<file path="src/rtl/mem_arbiter.sv">
// Single-port memory arbiter and access sequencer shared by instruction fetch and the MEM stage.
// Optional fetch starvation guard enabled by defining MEM_ARB_STARVE_GUARD_EN.
module mem_arbiter #(
  parameter int unsigned ADDR_W     = 16,
  parameter int unsigned DATA_W     = 16,
  parameter int unsigned MEM_LAT    = 1,
  parameter int unsigned STARVE_MAX = 4
) (
  input  logic              clk,
  input  logic              rst,
  input  logic              i_if_req,
  input  logic [ADDR_W-1:0] i_if_addr,
  output logic              o_if_gnt,
  output logic              o_if_valid,
  output logic [DATA_W-1:0] o_if_rdata,
  input  logic              i_d_req,
  input  logic              i_d_we,
  input  logic [ADDR_W-1:0] i_d_addr,
  input  logic [DATA_W-1:0] i_d_wdata,
  output logic              o_d_gnt,
  output logic              o_d_valid,
  output logic [DATA_W-1:0] o_d_rdata,
  output logic              o_mem_en,
  output logic              o_mem_we,
  output logic [ADDR_W-1:0] o_mem_addr,
  output logic [DATA_W-1:0] o_mem_wdata,
  input  logic [DATA_W-1:0] i_mem_rdata,
  output logic              o_stall
);

  if (MEM_LAT < 1 || MEM_LAT > 4) begin : g_bad_lat
    $error("mem_arbiter: MEM_LAT must be in 1..4");
  end
  if (STARVE_MAX < 1 || STARVE_MAX > 15) begin : g_bad_starve
    $error("mem_arbiter: STARVE_MAX must be in 1..15");
  end

  typedef enum logic [1:0] {StIdle, StRdWait, StDone} state_e;

  state_e            state_q;
  logic              owner_q;  // 1 = data port owns the outstanding read
  logic [2:0]        cnt_q;
  logic              if_valid_q, d_valid_q;
  logic [DATA_W-1:0] if_rdata_q, d_rdata_q;

  logic can_grant, pick_fetch, if_gnt, d_gnt;

`ifdef MEM_ARB_STARVE_GUARD_EN
  logic [3:0] starve_q;

  always_ff @(posedge clk) begin
    if (rst) begin
      starve_q <= 4'd0;
    end else if (if_gnt) begin
      starve_q <= 4'd0;
    end else if (d_gnt && i_if_req) begin
      starve_q <= starve_q + 4'd1;
    end
  end

  assign pick_fetch = i_if_req && (!i_d_req || (starve_q == 4'(STARVE_MAX)));
`else
  assign pick_fetch = i_if_req && !i_d_req;
`endif

  // DONE arbitrates like IDLE so accesses can run back-to-back.
  assign can_grant = !rst && (state_q != StRdWait);
  assign if_gnt    = can_grant && pick_fetch;
  assign d_gnt     = can_grant && i_d_req && !pick_fetch;

  always_comb begin
    o_mem_addr  = '0;
    o_mem_wdata = '0;
    o_mem_we    = 1'b0;
    if (d_gnt) begin
      o_mem_addr = i_d_addr;
      o_mem_we   = i_d_we;
      if (i_d_we) o_mem_wdata = i_d_wdata;
    end else if (if_gnt) begin
      o_mem_addr = i_if_addr;
    end
  end

  assign o_mem_en   = if_gnt || d_gnt;
  assign o_if_gnt   = if_gnt;
  assign o_d_gnt    = d_gnt;
  assign o_if_valid = if_valid_q;
  assign o_d_valid  = d_valid_q;
  assign o_if_rdata = if_rdata_q;
  assign o_d_rdata  = d_rdata_q;
  assign o_stall    = !rst && ((i_d_req && !d_valid_q) || (state_q == StRdWait && owner_q));

  always_ff @(posedge clk) begin
    if (rst) begin
      state_q    <= StIdle;
      owner_q    <= 1'b0;
      cnt_q      <= 3'd0;
      if_valid_q <= 1'b0;
      d_valid_q  <= 1'b0;
      if_rdata_q <= '0;
      d_rdata_q  <= '0;
    end else begin
      if_valid_q <= 1'b0;
      d_valid_q  <= 1'b0;
      case (state_q)
        StRdWait: begin
          if (cnt_q == 3'd1) begin
            cnt_q   <= 3'd0;
            state_q <= StDone;
            if (owner_q) begin
              d_rdata_q <= i_mem_rdata;
              d_valid_q <= 1'b1;
            end else begin
              if_rdata_q <= i_mem_rdata;
              if_valid_q <= 1'b1;
            end
          end else begin
            cnt_q <= cnt_q - 3'd1;
          end
        end
        StIdle, StDone: begin
          if (if_gnt) begin
            owner_q <= 1'b0;
            cnt_q   <= 3'(MEM_LAT);
            state_q <= StRdWait;
          end else if (d_gnt) begin
            owner_q <= 1'b1;
            if (i_d_we) begin
              d_valid_q <= 1'b1;
              state_q   <= StDone;
            end else begin
              cnt_q   <= 3'(MEM_LAT);
              state_q <= StRdWait;
            end
          end else begin
            state_q <= StIdle;
          end
        end
        default: state_q <= StIdle;
      endcase
    end
  end

endmodule

</file>
<file path="config.mk">
export PLATFORM = sky130hd
export DESIGN_NAME = mem_arbiter
export DESIGN_NICKNAME = d
export VERILOG_FILES = /design/src/rtl/mem_arbiter.sv
export SDC_FILE = /design/constraint.sdc
export NUM_CORES = 1
export LEC_CHECK = 0
export BUFFER_PORTS_ARGS = -buffer_cell sky130_fd_sc_hd__buf_4
export CAP_MARGIN = 20
export CORE_MARGIN = 5
export CORE_UTILIZATION = 45
export DETAILED_ROUTE_END_ITERATION = 8
export GPL_ROUTABILITY_DRIVEN = 0
export HOLD_SLACK_MARGIN = 0.15
export PLACE_DENSITY = 0.94
export SYNTH_ARGS = -nofsm -noshare
export SYNTH_HDL_FRONTEND = slang
export SYNTH_SLANG_ARGS = --single-unit
</file>
<file path="constraint.sdc">
create_clock -name clk -period 4.3 [get_ports clk]
set_input_delay 0.645 -clock clk [delete_from_list [all_inputs] [get_ports clk]]
set_output_delay 0.645 -clock clk [all_outputs]
set_load 0.1 [all_outputs]
</file>
==> run summary <==
DRT Wirelength: 6203 um
LEAKAGE: 1.569 nW
number of I/O port buffers: 139
# IOs: 140
crit path launch type: flip-flop
CTS tree: yes
share of layout cells above drive strength 1: 0.4380
initial antenna violation count: 0
Via density: 4.925
Max Cap Violations: 0
Post-CTS Hold Fix Bufs: 0
H-Tree Level Count: 2
post-DP HPWL: 4896 um
Worst Hold Class: reg2reg
Setup WS pre-CTS: 1433 ps
total number of vias: 1965
Core Region: 0.004414 mm^2
CP max FO: 18
gr usage total: 0.1962
CP max stage delay: 690 ps
PnR worst setup slack: 1408 ps
P&R area growth vs syn: 53.15%
CP endpoint kind: output port
register area share after synthesis: 0.3839
Post-CTS Setup Bufs: 0
critical path arrival: 2250 ps
first-pass GRT wire length: 9715 um
unrepaired setup endpoints after global routing: no
clock sinks: 40
CP max-delay cell: nor4_4
detailed-route DRC error count: 0
Skew-Pair Late Insertion Delay: 280 ps
status: complete, no violations
vias in the first global route: 1912
nets: 417
ANT nets after route: 0
drt pass-1 iters: 4
final core occ: 0.7236
n_diodes: 0
setup violators final: 0
worst hold slack: 471.6 ps
CTS clk-pin slew, worst paths: 80 ps
worst vdd ir: 201.3 uV
Die ar.: 0.006096 mm^2
Yosys Warn Count: 0
setup TNS after final layout: 0 ps
post-CTS sizing: 0
crit path kind: reg2out
headroom to the max-slew limit: 0.4307
Die Wd: 78.08 um
final cell count without fillers: 399
FMAX: 345.7 MHz
#FFs+latches synth: 40
root buf cell: clkbuf_8
Max Slew Vio Count: 0
CTS buffer count: 5
fin crit share: 0.6726
Placed Cells: 391
CTS max path bufs: 2
minimum clock period after layout: 2892 ps
Hold Vio Cnt, Final: 0
Congestion Overflow GR: 0
syn_area_per_cell: 9.701 um^2
clk_skew: 7.138 ps
Post-DP Area: 0.003087 mm^2
Synth Instances: 215
critical-path cell list: and2b_1 > nor4_4 > a22o_1 > buf_4
commonest non-fill, non-tap cell in the layout: buf_4
most frequent cells in the layout: 139 x buf_4, 53 x nand2b_1, 40 x dfxtp_1
pwr dens: 313.1 mW/mm^2
CP required: 3650 ps
Synth cell types: 30
DR WL/cell: 15.55 um
PnR Total Power: 1.000 mW
Post-Layout Inst Area: 0.003194 mm^2
Post-Synthesis Cell Area: 0.002086 mm^2
1st-iter DRT viols: 77
Initial Utilization: 0.4725
Die Span Y: 78.08 um
pin count of the biggest net entering global routing: 62
syn nets: 286
Row Count: 24
worst slew pin tran: 847.6 ps
where the power goes:
part           internal, mW  switching (mW)
registers             0.379         0.00754
clock network         0.172           0.124
logic                 0.102           0.216
total                 0.653           0.347
critical path: cells and delay by family (launching register included):
kind | cells | cell delay, ps
AND/OR/NAND/NOR | 2 | 1030
flip-flops | 1 | 380
buffers and inverters | 1 | 290
AO/OA/AOI/OAI | 1 | 250
cell usage after synthesis (all sizes together):
library cell | instances | area, um^2
nand2b | 54 | 340.3
dfxtp | 40 | 800.8
mux2i | 32 | 320.3
and2 | 17 | 106.4
a22o | 16 | 140.1
buf | 9 | 85.07
a21oi | 7 | 35.03
clkbuf | 6 | 22.52
inv | 3 | 11.26
nand2 | 3 | 11.26
nand3 | 3 | 15.01
nor2 | 3 | 11.26
nor2b | 3 | 18.77
o21ai | 3 | 15.01
and2b | 2 | 15.01
ha | 2 | 25.02
nor3b | 2 | 31.28
or2 | 2 | 12.51
or3 | 2 | 12.51
a31oi | 1 | 6.260
and3 | 1 | 6.260
nor3 | 1 | 5.000
nor4 | 1 | 21.27
nor4b | 1 | 8.760
o311ai | 1 | 8.760
final cells by class:
| cell class | count | area, um^2 |
|---|---|---|
| timing repair buffer | 139 | 1044 |
| tap | 52 | 65.06 |
| fill | 335 | 1220 |
| inverter | 3 | 11.26 |
| multi-input combinational | 157 | 1166 |
| clock buffer | 6 | 72.57 |
| sequential | 40 | 800.8 |
| clock inverter | 2 | 35.03 |
sequential cells by signal (all words and copies together) (netlist names):
name / cells
o_if_rdata: 16
o_d_valid: 1
o_d_rdata: 16
owner_q: 1
cnt_q: 3
state_q: 2
o_if_valid: 1
cell families (layout without fill, tap and decap cells):
kind of cell	count (synthesis)	in the layout	synth area share
and+or+nand+nor	95	95	0.2951
DFF	40	40	0.3839
muxes	32	32	0.1536
AOI/OAI and AO/OA	28	28	0.09838
buffers and inverters	18	150	0.05698
adders and majority gates	2	2	0.01200
final timing paths:
| check | start | to | slack, ps | cells past startpoint |
|---|---|---|---|---|
| worst min-delay path | o_if_rdata[15] | o_if_rdata[15] | 470 | 2 |
| worst max register to register | state_q[0] | o_d_rdata[13] | 2260 | 3 |
| worst max-delay path | state_q[1] | o_mem_addr[5] | 1410 | 4 |
| worst min register to register | o_if_rdata[15] | o_if_rdata[15] | 470 | 2 |
metal layers:
layer	up-vias	GRT usage	routed length, um
li1	991	-	-
met1	880	0.2375	2494
met2	92	0.3245	3053
met3	2	0.07551	631
met4	0	0.05405	24
met5	-	0	0
Power figures use the tool's default switching activity.
